## src/rtl/nn_softconvnode_p.sv

```systemverilog
// Stochastic-computing convolution node with a cancellation counter, polarity
// register and activation, plus a fixed-length window that counts activation ones.
module nn_softconvnode_p #(
    parameter int N    = 4,
    parameter int CW   = 6,
    parameter int LW   = 10,
    parameter int MODE = 1
) (
    input  logic          CLK,
    input  logic          INIT,
    input  logic [N-1:0]  a,
    input  logic [N-1:0]  alpha,
    input  logic [N-1:0]  SIGN_alpha,
    input  logic          beta,
    input  logic          SIGN_beta,
    input  logic          start,
    output logic          z,
    output logic          SIGN_z,
    output logic          zp,
    output logic          a_out,
    output logic          SIGN_a_out,
    output logic          busy,
    output logic          done,
    output logic [LW:0]   count
);

    typedef enum logic [1:0] {
        ST_IDLE = 2'd0,
        ST_RUN  = 2'd1,
        ST_DONE = 2'd2
    } state_t;

    logic [N-1:0] pos_terms;
    logic [N-1:0] neg_terms;
    logic         z_pos;
    logic         z_neg;

    // Split the signed products onto a positive and a negative OR-rail.
    generate
        for (genvar gi = 0; gi < N; gi++) begin : g_prod
            assign pos_terms[gi] = a[gi] & alpha[gi] & ~SIGN_alpha[gi];
            assign neg_terms[gi] = a[gi] & alpha[gi] &  SIGN_alpha[gi];
        end
    endgenerate

    assign z_pos = (|pos_terms) | (beta & ~SIGN_beta);
    assign z_neg = (|neg_terms) | (beta &  SIGN_beta);

    logic [CW-1:0] c_reg, c_next;
    logic          s_reg, s_next;
    logic          z_reg, z_next;

    always_comb begin
        c_next = c_reg;
        s_next = s_reg;
        z_next = 1'b0;
        if (z_pos ^ z_neg) begin
            if (z_neg == s_reg) begin
                // Matching polarity: drain pending cancellations before emitting.
                if (c_reg != '0) c_next = c_reg - 1'b1;
                else             z_next = 1'b1;
            end else begin
                if (&c_reg) begin
                    s_next = ~s_reg;
                    c_next = '0;
                end else begin
                    c_next = c_reg + 1'b1;
                end
            end
        end
    end

    always_ff @(posedge CLK or posedge INIT) begin
        if (INIT) begin
            c_reg <= '0;
            s_reg <= 1'b0;
            z_reg <= 1'b0;
        end else begin
            c_reg <= c_next;
            s_reg <= s_next;
            z_reg <= z_next;
        end
    end

    assign z      = z_reg;
    assign SIGN_z = s_reg;
    assign zp     = ~s_reg;

    generate
        if (MODE == 0) begin : g_linear
            assign a_out      = z_reg;
            assign SIGN_a_out = s_reg;
        end else begin : g_relu
            assign a_out      = z_reg & ~s_reg;
            assign SIGN_a_out = 1'b0;
        end
    endgenerate

    state_t        state_reg, state_next;
    logic [LW-1:0] k_reg, k_next;
    logic [LW:0]   acc_reg, acc_next;
    logic [LW:0]   count_reg, count_next;
    logic [LW:0]   acc_sum;

    assign acc_sum = acc_reg + {{LW{1'b0}}, a_out};

    always_comb begin
        state_next = state_reg;
        k_next     = k_reg;
        acc_next   = acc_reg;
        count_next = count_reg;
        busy       = 1'b0;
        done       = 1'b0;
        case (state_reg)
            ST_IDLE: begin
                if (start) begin
                    state_next = ST_RUN;
                    k_next     = '0;
                    acc_next   = '0;
                end
            end
            ST_RUN: begin
                busy     = 1'b1;
                acc_next = acc_sum;
                if (&k_reg) begin
                    state_next = ST_DONE;
                    count_next = acc_sum;
                end else begin
                    k_next = k_reg + 1'b1;
                end
            end
            ST_DONE: begin
                done = 1'b1;
                if (start) begin
                    state_next = ST_RUN;
                    k_next     = '0;
                    acc_next   = '0;
                end else begin
                    state_next = ST_IDLE;
                end
            end
            default: state_next = ST_IDLE;
        endcase
    end

    always_ff @(posedge CLK or posedge INIT) begin
        if (INIT) begin
            state_reg <= ST_IDLE;
            k_reg     <= '0;
            acc_reg   <= '0;
            count_reg <= '0;
        end else begin
            state_reg <= state_next;
            k_reg     <= k_next;
            acc_reg   <= acc_next;
            count_reg <= count_next;
        end
    end

    assign count = count_reg;

endmodule

```

## config.mk

```make
export PLATFORM = sky130hd
export DESIGN_NAME = nn_softconvnode_p
export DESIGN_NICKNAME = d
export VERILOG_FILES = /design/src/rtl/nn_softconvnode_p.sv
export SDC_FILE = /design/constraint.sdc
export NUM_CORES = 1
export LEC_CHECK = 0
export ABC_AREA = 1
export CORE_UTILIZATION = 55
export CTS_BUF_LIST = sky130_fd_sc_hd__clkbuf_16
export CTS_CLUSTER_SIZE = 40
export DETAILED_ROUTE_END_ITERATION = 16
export GPL_ROUTABILITY_DRIVEN = 1
export PLACE_DENSITY_LB_ADDON = 0.2
export SETUP_SLACK_MARGIN = 0.02
export SLEW_MARGIN = 10
export SYNTH_ARGS = -nofsm -noshare
export SYNTH_HDL_FRONTEND = slang
export SYNTH_SLANG_ARGS = --single-unit
```

## constraint.sdc

```tcl
create_clock -name CLK -period 2.9 [get_ports CLK]
set_input_delay 0.58 -clock CLK [delete_from_list [all_inputs] [get_ports CLK]]
set_output_delay 0.58 -clock CLK [all_outputs]
set_load 0.005 [all_outputs]
```

# Yosys cells after proc, flatten, opt, wreduce, memory -nomap -nowiden

Cells that the tools add are included.

Bits in registers: 42
Output and inout port bits: 18
Word-level logic and storage cells: 75

Add/subtract/negate cells: 4
Eq/ne operators: 8
Multiplexer cells: 17
Bitwise operators: 25
Reduce and logical (&&, ||, !) cells: 14

Operators by type and width:

| cell                                                                     | count |
|---|---|
| 11-bit one-hot mux with 2 select lines                                   | 1 |
| 10-bit 2-to-1 mux                                                        | 2 |
| 10-bit one-hot mux with 2 select lines                                   | 1 |
| 6-bit 2-to-1 mux                                                         | 3 |
| 1-bit AND                                                                | 15 |
| 11-bit by 1-bit adder with 11-bit output                                 | 1 |
| 11-bit 2-to-1 mux                                                        | 1 |
| 11-bit AND reduction                                                     | 1 |
| 10-bit by 1-bit adder with 10-bit output (second input constant)         | 1 |
| 10-bit AND reduction                                                     | 1 |
| 8-bit AND reduction                                                      | 1 |
| 4-bit OR reduction                                                       | 2 |
| 1-bit NOT                                                                | 7 |
| 6-bit by 1-bit adder with 6-bit output (second input constant)           | 1 |
| 1-bit 2-to-1 mux                                                         | 6 |
| 2-bit inequality test (second input constant)                            | 3 |
| 2-bit one-hot mux with 3 select lines                                    | 1 |
| 2-bit AND reduction                                                      | 3 |
| 6-bit AND reduction                                                      | 1 |
| 6-bit nonzero test                                                       | 1 |
| 6-bit by 1-bit subtractor with 6-bit output (second input constant)      | 1 |
| 2-bit 2-to-1 mux                                                         | 2 |
| 2-bit by 1-bit inequality test with 1-bit output (second input constant) | 2 |
| 3-bit AND reduction                                                      | 1 |
| other kinds (8)                                                          | 9 |

# Longest topological paths before layout

Gate-level depths: netlist (run 1).

Word-level depth: 7
Depth in mapped cells: 11

# Worst setup path after synthesis (run 1)

No wires, ideal clock.

Path type: reg2reg
Start point: reg s_reg (netlist: SIGN_z)
End point: reg acc_reg[10]
Setup time: 0.130 ns
Data arrival time: 1.646 ns
Setup slack: 1.125 ns
Cell stages (with the launch flop): 10
Buffers on the path: 0
Clock period less this slack: 1.775 ns
Cell sequence: dfrtp_1 -> nor2_1 -> ha_1 -> ha_1 -> nand3_1 -> nor2_1 -> nand4_1 -> and2_1 -> nand2_1 -> o21ai_0

Cells in the longest elaborated chain, start to end: 4

Ends and longest elaborated chain:

| item                                     | RTL line | text |
|---|---|---|
| start: declaration                       | 50       | `logic s_reg, s_next;` |
| start signal: assignment                 | 80       | `s_reg <= s_next;` |
| 1-bit NOT                                | 94       | `assign a_out = z_reg & ~s_reg;` |
| 1-bit AND                                | 94       |  |
| via a_out                                | 20       | `output logic a_out,` |
| 11-bit by 1-bit adder with 11-bit output | 105      | `assign acc_sum = acc_reg + {{LW{1'b0}}, a_out};` |
| 11-bit one-hot mux with 2 select lines   | 114      | `case (state_reg)` |
| end signal: assignment                   | 155      | `acc_reg <= acc_next;` |
| end: declaration                         | 101      | `logic [LW:0] acc_reg, acc_next;` |

The timed path passes the listed nets, and every way through them passes these cells.
A chain may end at the register's enable or synchronous reset.

# Worst setup path after layout (run 1)

Start point: reg state_reg[0]
End point: out busy

Cells in the longest elaborated chain, start to end: 2

Ends and longest elaborated chain:

| item                                     | RTL line | text |
|---|---|---|
| start: declaration                       | 99       | `state_t state_reg, state_next;` |
| start signal: assignment                 | 153      | `state_reg <= state_next;` |
| 2-bit by 1-bit == test with 1-bit output | 114      |  |
| 1-bit 2-to-1 mux                         | 114      |  |
| end: declaration                         | 22       | `output logic busy,` |

No other way between the ends.

==> flow_metrics.env, run 1 <==
export IMPL_synth_common_cells="nand2_1 (90), dfrtp_1 (42), inv_1 (37)"
export IMPL_grt_pass1_vias=1944
export IMPL_seq_power_share=0.432
export IMPL_end_kind="output port"
export IMPL_critical_path_arrival_ns=1.63
export IMPL_yosys_area_top_type="dfrtp_1"
export IMPL_synth_most_common_cell="nand2_1"
export IMPL_firstDrtPassIters=4
export IMPL_fmax_mhz=451
export IMPL_cp_required_ns=2.32
export IMPL_drive_above_1_share=0.0763
export IMPL_port_buffers=33
export IMPL_ios=35
export IMPL_ys_seq_area_frac=0.433
export IMPL_die_area_um2=4680
export IMPL_ctsHoldBuffers=0
export IMPL_status="finished clean"
export IMPL_core_area_um2=4120
export IMPL_dpl_hpwl_um=3510
export IMPL_cts_buffers=5
export IMPL_place_area_um2=2790
export IMPL_post_route_min_period_ns=2.21
export IMPL_syn2layout_area_growth_pct=20.7
export IMPL_fillers=332
export IMPL_fin_skew_ns=0.00595
export IMPL_gp_congestion=0.929
export IMPL_yosysUniqueCellTypes=31
export IMPL_cts_tree="yes"
export IMPL_synth_top_area_frac=0.433
export IMPL_wire_per_inst_um=11.9
export IMPL_grt_overflow=0
export IMPL_worst_slack_ns=0.685
export IMPL_p_leak_uw=0.00147
export IMPL_synth_fp_nets=340
export IMPL_tightest_slew_ns=0.520
export IMPL_clk_latency_ns=0.28
export IMPL_synth_area_leaders="dfrtp_1 (43%), nand2_1 (14%), nand3_1 (7.2%)"
export IMPL_synthArstFlopShare=1.00
export IMPL_routed_wl_um=4800
export IMPL_viasPerCell=5.33
export IMPL_die_height_um=68.4
export IMPL_grt_pass1_wl_um=8130
export IMPL_power_switching_uw=692
export IMPL_n_antenna_cell=0
export IMPL_setup_violations=0
export IMPL_slew_violations=0
export IMPL_cts_buffer_depth=2
export IMPL_path_max_fanout=12
export IMPL_drcViolationCount=0
export IMPL_start_util=0.590
export IMPL_pwr_share_comb=0.302
export IMPL_grt_max_degree=43
export IMPL_relSlewSlack=0.653
export IMPL_cp_start_kind="flop"
export IMPL_rows=23
export IMPL_postRouteAntennaNets=0
export IMPL_hold_violations=0
export IMPL_post_place_ws_ns=0.692
export IMPL_drt_initial_drc_count=181
export IMPL_hp_class="reg -> reg"
export IMPL_design_area_um2=2930
export IMPL_nNetsFinal=376
export IMPL_synth_area_um2=2430
export IMPL_htreeDepth=2
export IMPL_syn_avg_cell_area_um2=7.65
export IMPL_p_int_uw=1260
export IMPL_cts_sinks=42
export IMPL_grtUsageTotal=0.231
export IMPL_r2r_setup_slack_ns=0.88
export IMPL_die_width_um=68.4
export IMPL_synth_edf_count=0
export IMPL_ctsRootBufferMaster="clkbuf_16"
export IMPL_postCtsSetupBuffers=0
export IMPL_worstSetupPathType="reg -> out"
export IMPL_num_vias=2155
export IMPL_path_clk_slew_ns=0.06
export IMPL_synth_ff_type="dfrtp_1"
export IMPL_setup_tns_ns=0
export IMPL_rsz0062_at_grt="false"
export IMPL_clkPwrFrac=0.266
export IMPL_maxCapViolCount=0
export IMPL_ctsResizeCount=0
export IMPL_ys_seq_elements=42
export IMPL_synthCells=317
export IMPL_ys_warnings_count=0
export IMPL_ir_drop_mv=0.385
export IMPL_fin_crit_sh=0.764
export IMPL_p_per_area_nw_per_um2=665
export IMPL_sw_frac_of_total=0.355
export IMPL_antenna_found_initial=0
## worst max-delay path: stages (launching register included)
cell and delay (ns):
dfrtp_1 0.43, nand2_1 0.07, buf_4 0.18, inv_2 0.15, clkdlybuf4s50_1 0.52
## power groups by stage
stage	logic (uW)	registers, uW	clock network, uW
2_1_floorplan	490	793	0
3_3_place_gp	568	842	0
3_5_place_dp	588	843	0
4_1_cts	591	837	526
5_1_grt	680	862	551
6_report	588	841	518
## layer usage
layer | wire length [um] | global-route usage
met1 | 2200 | 0.292
met2 | 2340 | 0.388
met3 | 190 | 0.0433
met4 | 73 | 0.0885
met5 | 0 | 0
## cell type report
type	instances	area [um^2]	share of cell area
flip-flops and latches	42	1050	0.359
repair buffers	35	345	0.118
multi-input cells	229	1180	0.403
inverters	40	150	0.0513
well taps	50	62.6	0.0214
clock buffers	5	125	0.0427
clock inverters	3	12.5	0.00427
## through the flow
stage | hold slack, ns | power, uW | std cells | utilization
4_1_cts | 0.486 | 1950 | 404 | 0.711
2_1_floorplan | 0.459 | 1280 | 317 | -
6_report | 0.481 | 1950 | 404 | 0.711
5_1_grt | 0.516 | 2090 | 404 | 0.711
3_5_place_dp | 0.467 | 1430 | 396 | 0.678
3_3_place_gp | 0.465 | 1410 | 396 | 0.678
## final timing paths
path                              startpoint           to  depth (start not counted)
max in group asynchronous               INIT     count[3]                          3
worst max register to register        SIGN_z  acc_reg[10]                          9
worst min register to register      count[6]     count[6]                          2
worst min-delay path                count[6]     count[6]                          2
min in group asynchronous               INIT     k_reg[6]                          3
worst max-delay path            state_reg[0]         busy                          4
## logic make-up (layout without fill, tap and decap cells)
logic type / after synthesis / in the layout / share of synthesized area
flip-flops: 42 / 42 / 0.433
buffers and inverters: 46 / 83 / 0.0799
AND/OR/NAND/NOR: 172 / 172 / 0.317
adder cells (fa/ha/maj): 6 / 6 / 0.0309
XOR/XNOR: 12 / 12 / 0.0433
other: 1 / 1 / 0.00155
AO/OA/AOI/OAI: 38 / 38 / 0.0939
## layout by cell type, fill, tap and decap left out, types with 2 or more instances in the layout
| master | n |
|---|---|
| nand4_1 | 7 |
| xnor2_1 | 3 |
| inv_2 | 3 |
| nand2_4 | 2 |
| a21oi_1 | 7 |
| nand3_1 | 35 |
| dfrtp_1 | 42 |
| clkbuf_16 | 5 |
| nor2_4 | 2 |
| clkdlybuf4s50_1 | 33 |
| o21ai_0 | 14 |
| xor2_1 | 9 |
| o22ai_1 | 6 |
| nand2_2 | 3 |
| buf_4 | 2 |
| ha_1 | 6 |
| nand2_1 | 90 |
| o21ai_2 | 6 |
| nor3_1 | 5 |
| o21ai_1 | 2 |
| nor2_1 | 24 |
| inv_1 | 38 |
Power figures use the tool's default switching activity.
==> inputs of run 2 (changes only) <==
--- a/config.mk
+++ b/config.mk
@@ -6,7 +6,7 @@
 export NUM_CORES = 1
 export LEC_CHECK = 0
 export ABC_AREA = 1
-export CORE_UTILIZATION = 55
+export CORE_UTILIZATION = 54
 export CTS_BUF_LIST = sky130_fd_sc_hd__clkbuf_16
 export CTS_CLUSTER_SIZE = 40
 export DETAILED_ROUTE_END_ITERATION = 16
==> constraint.sdc (replaced) <==
create_clock -name CLK -period 2.3 [get_ports CLK]
set_input_delay 0.46 -clock CLK [delete_from_list [all_inputs] [get_ports CLK]]
set_output_delay 0.46 -clock CLK [all_outputs]
set_load 0.005 [all_outputs]
==> run 2 against run 1 <==
Against the previous run:
- global-route usage fell by 0.65 points
- worst setup slack got worse by 0.35 ns
- die area rose by 1.8%
- critical path type is now reg -> reg
- hold slack improved by 0.0017 ns
- highest routed layer unchanged
- wire length rose by 0.15%
- critical path depth rose by 5
==> flow_metrics.env, run 2 (same netlist as run 1, synthesis figures left out) <==
export IMPL_seq_power_share=0.394
export IMPL_cp_start_kind="flop"
export IMPL_r2r_start="SIGN_z"
export IMPL_postCtsSetupBuffers=0
export IMPL_gp_congestion=0.876
export IMPL_fillers=362
export IMPL_grt_max_degree=43
export IMPL_ctsHoldBuffers=0
export IMPL_hp_class="reg -> reg"
export IMPL_htreeDepth=2
export IMPL_ios=35
export IMPL_n_antenna_cell=0
export IMPL_drive_above_1_share=0.0791
export IMPL_wire_per_inst_um=11.8
export IMPL_fin_skew_ns=0.00545
export IMPL_die_height_um=69.0
export IMPL_whs_path_depth=2
export IMPL_postRouteAntennaNets=0
export IMPL_most_common_layout_cells="nand2_1 (90), dfrtp_1 (42), inv_1 (37)"
export IMPL_r2r_setup_slack_ns=0.33
export IMPL_fin_crit_sh=0.856
export IMPL_cts_buffer_depth=2
export IMPL_post_route_min_period_ns=1.97
export IMPL_antenna_found_initial=0
export IMPL_pwr_share_comb=0.275
export IMPL_sw_frac_of_total=0.328
export IMPL_core_area_um2=4320
export IMPL_reg2regPathDepth=9
export IMPL_status="finished clean"
export IMPL_tightest_slew_ns=0.509
export IMPL_grt_pass1_vias=1985
export IMPL_end_kind="flop"
export IMPL_ctsRootBufferMaster="clkbuf_16"
export IMPL_crit_end="acc_reg[10]"
export IMPL_hold_violations=0
export IMPL_whs_ns=0.482
export IMPL_cts_buffers=5
export IMPL_drt_initial_drc_count=145
export IMPL_p_per_area_nw_per_um2=902
export IMPL_slew_violations=0
export IMPL_fmax_mhz=508
export IMPL_num_vias=2093
export IMPL_setup_violations=0
export IMPL_nNetsFinal=376
export IMPL_p_leak_uw=0.00149
export IMPL_clkPwrFrac=0.332
export IMPL_ir_drop_mv=0.442
export IMPL_setup_tns_ns=0
export IMPL_grtUsageTotal=0.225
export IMPL_routed_wl_um=4810
export IMPL_cts_sinks=42
export IMPL_ctsResizeCount=0
export IMPL_clk_latency_ns=0.28
export IMPL_grt_pass1_wl_um=8680
export IMPL_path_max_fanout=6
export IMPL_cts_tree="yes"
export IMPL_firstDrtPassIters=4
export IMPL_startpoint="SIGN_z"
export IMPL_grt_overflow=0
export IMPL_critical_path_arrival_ns=2.12
export IMPL_start_util=0.561
export IMPL_relSlewSlack=0.661
export IMPL_cp_required_ns=2.45
export IMPL_path_clk_slew_ns=0.06
export IMPL_r2r_end="acc_reg[10]"
export IMPL_viasPerCell=5.16
export IMPL_rsz0062_at_grt="false"
export IMPL_dpl_hpwl_um=3470
export IMPL_power_switching_uw=881
export IMPL_finalPower_uw=2690
export IMPL_final_common_cell="nand2_1"
export IMPL_port_buffers=33
export IMPL_rows=24
export IMPL_maxCapViolCount=0
export IMPL_p_int_uw=1810
export IMPL_worstSetupPathType="reg -> reg"
export IMPL_die_width_um=69.0
export IMPL_drcViolationCount=0
export IMPL_syn2layout_area_growth_pct=22.9
export IMPL_die_area_um2=4760
## run 2: cell count changes in the layout (fill, tap and decap cells not counted)
cell	previous run	this run
inv_1	38	37
clkinv_2	1	0
bufinv_16	0	2
## run 2: power by group through the flow
stage	clock network [uW]	registers, uW	logic (uW)
2_1_floorplan	0	1000	618
3_5_place_dp	0	1060	740
6_report	892	1060	739
4_1_cts	906	1060	742
5_1_grt	931	1080	863
3_3_place_gp	0	1060	718
## run 2: worst min path at each step
stage | startpoint | end | slack [ns]
3_5_place_dp | count[9] | count[9] | 0.47
4_1_cts | count[5] | count[5] | 0.49
2_1_floorplan | acc_reg[0] | acc_reg[0] | 0.46
3_3_place_gp | count[6] | count[6] | 0.46
6_report | count[10] | count[10] | 0.48
5_1_grt | count[1] | count[1] | 0.51
## run 2: cell type report
| type | count | area [um^2] | share of cell area |
|---|---|---|---|
| timing repair buffer | 35 | 345 | 0.116 |
| clock buffer | 5 | 125 | 0.0420 |
| clock inverter | 3 | 63.8 | 0.0214 |
| tap | 52 | 65.1 | 0.0218 |
| inverter | 40 | 150 | 0.0504 |
| multi-input combinational | 229 | 1180 | 0.396 |
| sequential | 42 | 1050 | 0.352 |
## run 2: worst max-delay path: stages, from the launching register on
cell and delay [ns]:
dfrtp_1 0.44, nor2_1 0.19, ha_1 0.22, ha_1 0.19, nand3_1 0.15, nor2_1 0.24, nand4_1 0.10, and2_1 0.18
nand2_1 0.06, o21ai_0 0.08
## run 2: per-stage QoR
step | setup slack [ns] | area, um^2 | std cells | utilization
after floorplan | 0.525 | 2430 | 317 | -
after global placement | 0.288 | 2790 | 398 | 0.646
after detailed placement | 0.211 | 2790 | 398 | 0.646
after CTS | 0.295 | 2980 | 406 | 0.690
after global routing | 0.104 | 2980 | 406 | 0.690
final | 0.332 | 2980 | 406 | 0.690
## run 2: routing by layer
layer	wire length [um]	GRT usage	vias to the layer above
met4	72	0.0748	0
met5	0	0	-
met3	152	0.0482	4
li1	-	-	1089
met2	2350	0.383	34
met1	2240	0.283	966
==> inputs of run 3 (changes only) <==
--- a/config.mk
+++ b/config.mk
@@ -6,12 +6,14 @@
 export NUM_CORES = 1
 export LEC_CHECK = 0
 export ABC_AREA = 1
+export ABC_CLOCK_PERIOD_IN_PS = 2300
 export CORE_UTILIZATION = 54
 export CTS_BUF_LIST = sky130_fd_sc_hd__clkbuf_16
 export CTS_CLUSTER_SIZE = 40
 export DETAILED_ROUTE_END_ITERATION = 16
 export GPL_ROUTABILITY_DRIVEN = 1
 export PLACE_DENSITY_LB_ADDON = 0.2
+export RECOVER_POWER = 50
 export SETUP_SLACK_MARGIN = 0.02
 export SLEW_MARGIN = 10
 export SYNTH_ARGS = -nofsm -noshare
==> run 3 against run 2 <==
Against the previous run:
- combinational power about the same
- largest power group unchanged
- worst setup slack improved by 0.0050 ns
- critical endpoint unchanged
- power about the same
- core utilization decreased by 0.29 points
- highest routed layer unchanged
- wire length increased by 0.29%
- register-to-register slack about the same
- via count increased by 1.2%
- die area unchanged
- sequential share of layout area increased by 0.15 points
- maximum frequency increased by 0.25%
- final cell count unchanged
==> flow_metrics.env, run 3 (same netlist as run 1, synthesis figures left out) <==
export IMPL_status="finished clean"
export IMPL_grtUsageTotal=0.225
export IMPL_cp_start_kind="flop"
export IMPL_ctsResizeCount=0
export IMPL_gp_congestion=0.876
export IMPL_cts_buffers=5
export IMPL_wire_per_inst_um=11.9
export IMPL_die_height_um=69.0
export IMPL_post_route_min_period_ns=1.96
export IMPL_fin_skew_ns=0.00492
export IMPL_clk_latency_ns=0.28
export IMPL_antenna_found_initial=0
export IMPL_grt_max_degree=43
export IMPL_rsz0062_at_grt="false"
export IMPL_dpl_hpwl_um=3470
export IMPL_hold_violations=0
export IMPL_nNetsFinal=376
export IMPL_critical_path_arrival_ns=2.11
export IMPL_whs_endpoint="count[6]"
export IMPL_r2r_setup_slack_ns=0.34
export IMPL_p_leak_uw=0.00150
export IMPL_port_buffers=33
export IMPL_multiInputGateArea_um2=1170
export IMPL_drcViolationCount=0
export IMPL_fillers=364
export IMPL_post_place_ws_ns=0.211
export IMPL_postRouteAntennaNets=0
export IMPL_cts_buffer_depth=2
export IMPL_hp_class="reg -> reg"
export IMPL_reg2regPathDepth=9
export IMPL_r2r_start="SIGN_z"
export IMPL_relSlewSlack=0.336
export IMPL_r2r_end="acc_reg[10]"
export IMPL_path_max_fanout=6
export IMPL_die_area_um2=4760
export IMPL_worstSetupPathType="reg -> reg"
export IMPL_drt_initial_drc_count=146
export IMPL_ctsHoldBuffers=0
export IMPL_maxCapViolCount=0
export IMPL_whs_path_depth=2
export IMPL_whs_ns=0.481
export IMPL_ios=35
export IMPL_ir_drop_mv=0.442
export IMPL_most_common_layout_cells="nand2_1 (91), dfrtp_1 (42), inv_1 (37)"
export IMPL_cts_tree="yes"
export IMPL_firstDrtPassIters=4
export IMPL_rows=24
export IMPL_placedCellCount=398
export IMPL_cts_sinks=42
export IMPL_grt_pass1_wl_um=8680
export IMPL_slew_violations=0
export IMPL_grt_pass1_vias=1985
export IMPL_fin_crit_sh=0.854
export IMPL_fmax_mhz=509
export IMPL_area_sequential_um2=1050
export IMPL_core_area_um2=4320
export IMPL_die_width_um=69.0
export IMPL_routed_wl_um=4820
export IMPL_setup_violations=0
export IMPL_start_util=0.561
export IMPL_worst_slack_ns=0.337
export IMPL_path_clk_slew_ns=0.06
export IMPL_end_kind="flop"
export IMPL_instances_no_fill=406
export IMPL_finalPower_uw=2690
export IMPL_n_antenna_cell=0
export IMPL_final_common_cell="nand2_1"
export IMPL_num_vias=2119
export IMPL_cp_required_ns=2.45
export IMPL_ctsRootBufferMaster="clkbuf_16"
export IMPL_drive_above_1_share=0.0734
export IMPL_syn2layout_area_growth_pct=22.4
export IMPL_min_from="count[6]"
export IMPL_grt_overflow=0
export IMPL_postCtsSetupBuffers=0
export IMPL_viasPerCell=5.22
export IMPL_htreeDepth=2
export IMPL_setup_tns_ns=0
export IMPL_tightest_slew_ns=0.996
export IMPL_p_per_area_nw_per_um2=905
==> run 3: changes by cell type in the layout (fill, tap and decap cells not counted), sizes merged <==
| cell | previous run | this run |
|---|---|---|
| dlygate4sd3 | 0 | 5 |
| buf | 2 | 1 |
| clkbuf | 5 | 6 |
| clkdlybuf4s50 | 33 | 28 |
==> run 3: report_power, final <==
| part | internal [uW] | switching (uW) |
|---|---|---|
| Combinational | 305 | 432 |
| Clock | 618 | 273 |
| Sequential | 883 | 176 |
==> run 3: worst max-delay path by stage <==
stage | start | to | slack [ns] | cells after the start
after floorplan | SIGN_z | acc_reg[10] | 0.52 | 9
after global placement | SIGN_alpha[1] | c_reg[3] | 0.29 | 10
after detailed placement | SIGN_alpha[1] | c_reg[3] | 0.21 | 10
after CTS | SIGN_z | acc_reg[10] | 0.29 | 9
after global routing | SIGN_z | acc_reg[10] | 0.10 | 9
final | SIGN_z | acc_reg[10] | 0.34 | 9
==> run 3: final cells by class <==
cell class,instances,share of cell area
Multi-Input combinational cell,229,0.394
Clock buffer,5,0.0421
Tap cell,52,0.0219
Sequential cell,42,0.354
Clock inverter,3,0.0215
Inverter,40,0.0506
Timing Repair Buffer,35,0.115
==> run 3: routing by layer <==
layer  vias up  wire [um]  share of wire  GRT usage
met5         -          0              0          0
met4         0         72          0.015     0.0748
met3         4        172          0.036     0.0482
met2        45       2350           0.49      0.383
met1       980       2230           0.46      0.283
li1       1090          -              -          -
==> run 3: worst max-delay path: stages, from the launching register on <==
cell and delay, ns:
dfrtp_1 0.44, nor2_1 0.19, ha_1 0.22, ha_1 0.19, nand3_1 0.15, nor2_1 0.24
nand4_1 0.10, and2_1 0.18, nand2_1 0.06, o21ai_0 0.08
==> run 3: stage by stage <==
stage / utilization / area (um^2)
finish: 0.687 / 2970
global route: 0.687 / 2970
CTS: 0.690 / 2980
detailed placement: 0.646 / 2790
global placement: 0.646 / 2790
floorplan: - / 2430
==> RTL edit: new RTL, config.mk and constraints of run 1 <==
Register the output `count` once more, cleared by the reset; this adds one clock of latency there. The other outputs are not delayed to match.
--- a/src/rtl/nn_softconvnode_p.sv
+++ b/src/rtl/nn_softconvnode_p.sv
@@ -158,5 +158,11 @@
     end
 
-    assign count = count_reg;
+    always_ff @(posedge CLK or posedge INIT) begin
+        if (INIT) begin
+            count <= '0;
+        end else begin
+            count <= count_reg;
+        end
+    end
 
 endmodule
Formal check against the unedited RTL: no difference found for any inputs over 10 cycles, from zero or initial values; that may be too few to reach the edited logic, so the function may still have changed.
==> RTL edit against run 1 <==
Final area grew 15%. Power grew 20%. Die area grew 14%. Sequential share of layout area grew 3.6 points. Sequential cell count grew 11. Worst setup slack gained 91 ps. Wire length grew 5.2%. Area after synthesis grew 14%. Critical path type unchanged. Largest cell class is now flip-flops and latches.
==> RTL edit: results (changes against run 1) <==
Worst hold path
  • HP Start: count_reg[2]$_DFFE_PP0P_
  • Hold Path End: count[2]$_DFF_PP0_
  • Worst hold stages: 0 (-2)

STA
  • Skew final: 5.10 ps (-0.846 ps)
  • Slew headroom: 64.0% (-1.4 points)

Power
  • LEAKAGE: 1.73 nW (+17%)
  • Worst VDD drop: 0.387 mV (+0.46%)

Yosys
  • Netlist cell types: 32 (+3.2%)
  • Post-Syn Nets: 365 (+7.4%)
  • Top cells by area, synth: dfrtp_1 48%, nand2_1 16%, xor2_1 5.7%
  • Most frequent cells after synthesis: 117 x nand2_1, 53 x dfrtp_1, 38 x inv_1

Global route
  • Met3 Use GR: 4.42% (+0.087 points)
  • Met1 Use GR: 29.2% (about the same)
  • Largest net degree at the start of global routing: 27 (-37%)
  • Total track usage: 22.0% (-1.2 points)
  • Vias in the first global route: 2115 (+8.8%)
  • GR Util met2: 35.8% (-3.0 points)

Detailed routing
  • WL per Instance: 11.3 µm (-4.9%)
  • DRT iter0 DRCs: 118 (-35%)

Critical path
  • Flop-to-flop setup slack: 970 ps (+90 ps)
  • Arrival time at the worst endpoint: 1540 ps (-90 ps)
  • Reg2Reg Depth: 7 (-2)
  • FF-to-FF End: acc_reg[8]$_DFFE_PP0P_
  • Critical path peak fanout: 6 (-6)

Layout
  • Share of layout cells above drive strength 1: 9.21% (+1.6 points)
  • Final net count: 402 (+6.9%)

Clock network
  • Post-cts sizing count: 0 (unchanged)

Status
  • Run status: completed

Placement
  • Pre-CTS setup slack: 812 ps (+120 ps)
  • Detailed Place HPWL: 3.64 mm (+3.6%)
  • Final GP Congestion: 0.819 (-12%)
RTL edit: worst max path at each step:
stage | start | to | slack [ps]
2_1_floorplan | INIT | SIGN_z$_DFFE_PP0P_ | 1030
3_3_place_gp | a[0] | c_reg[2]$_DFFE_PP0P_ | 870
3_5_place_dp | SIGN_alpha[0] | c_reg[5]$_DFFE_PP0P_ | 810
4_1_cts | state_reg[0]$_DFFE_PP0P_ | busy | 750
5_1_grt | state_reg[0]$_DFFE_PP0P_ | busy | 720
6_report | state_reg[0]$_DFFE_PP0P_ | busy | 780
RTL edit: metal layers:
layer / vias up / routed length (µm) / part of all wire [%]
met2: 63 / 2440 / 48
met3: 8 / 271 / 5.4
met5: - / 0 / 0
met1: 1010 / 2280 / 45
li1: 1147 / - / -
met4: 0 / 59 / 1.2
RTL edit: area by class of cell:
type / count / area (µm²)
multi-input cells: 241 / 1240
repair buffers: 35 / 345
inverters: 43 / 169
flip-flops and latches: 53 / 1330
clock buffers: 5 / 125
fillers: 375 / 1430
well taps: 67 / 83.8
clock inverters: 3 / 65.1
RTL edit: worst max-delay path, cell delays in order (launching register included):
cell and delay (ps):
dfrtp_1 450, inv_2 140, nor2_8 160, clkdlybuf4s50_1 520
RTL edit: kinds of logic (layout without fill, tap and decap cells):
logic type                 count (synthesis)  after routing  synth area share (%)
buffers and inverters                     48             86                  7.49
AOI/OAI and AO/OA                         29             29                  6.77
xor gates and xnor gates                  20             20                  6.31
DFF                                       53             53                  47.8
and+or+nand+nor                          185            185                  28.8
other                                      1              1                 0.135
adders and majority gates                  6              6                  2.71
RTL edit: stage by stage:
stage | utilization, % | hold slack (ps) | instance area, µm² | cells
finish | 70.1 | 373 | 3350 | 447
floorplan | - | 354 | 2770 | 342
global placement | 66.1 | 355 | 3160 | 439
global route | 70.1 | 383 | 3350 | 447
detailed placement | 66.1 | 360 | 3160 | 439
CTS | 70.1 | 373 | 3350 | 447
RTL edit: power by group:
part | internal (mW) | switching (mW) | leakage [nW]
registers | 0.849 | 0.117 | 0.674
clock network | 0.493 | 0.252 | 0.0938
logic | 0.236 | 0.382 | 0.960
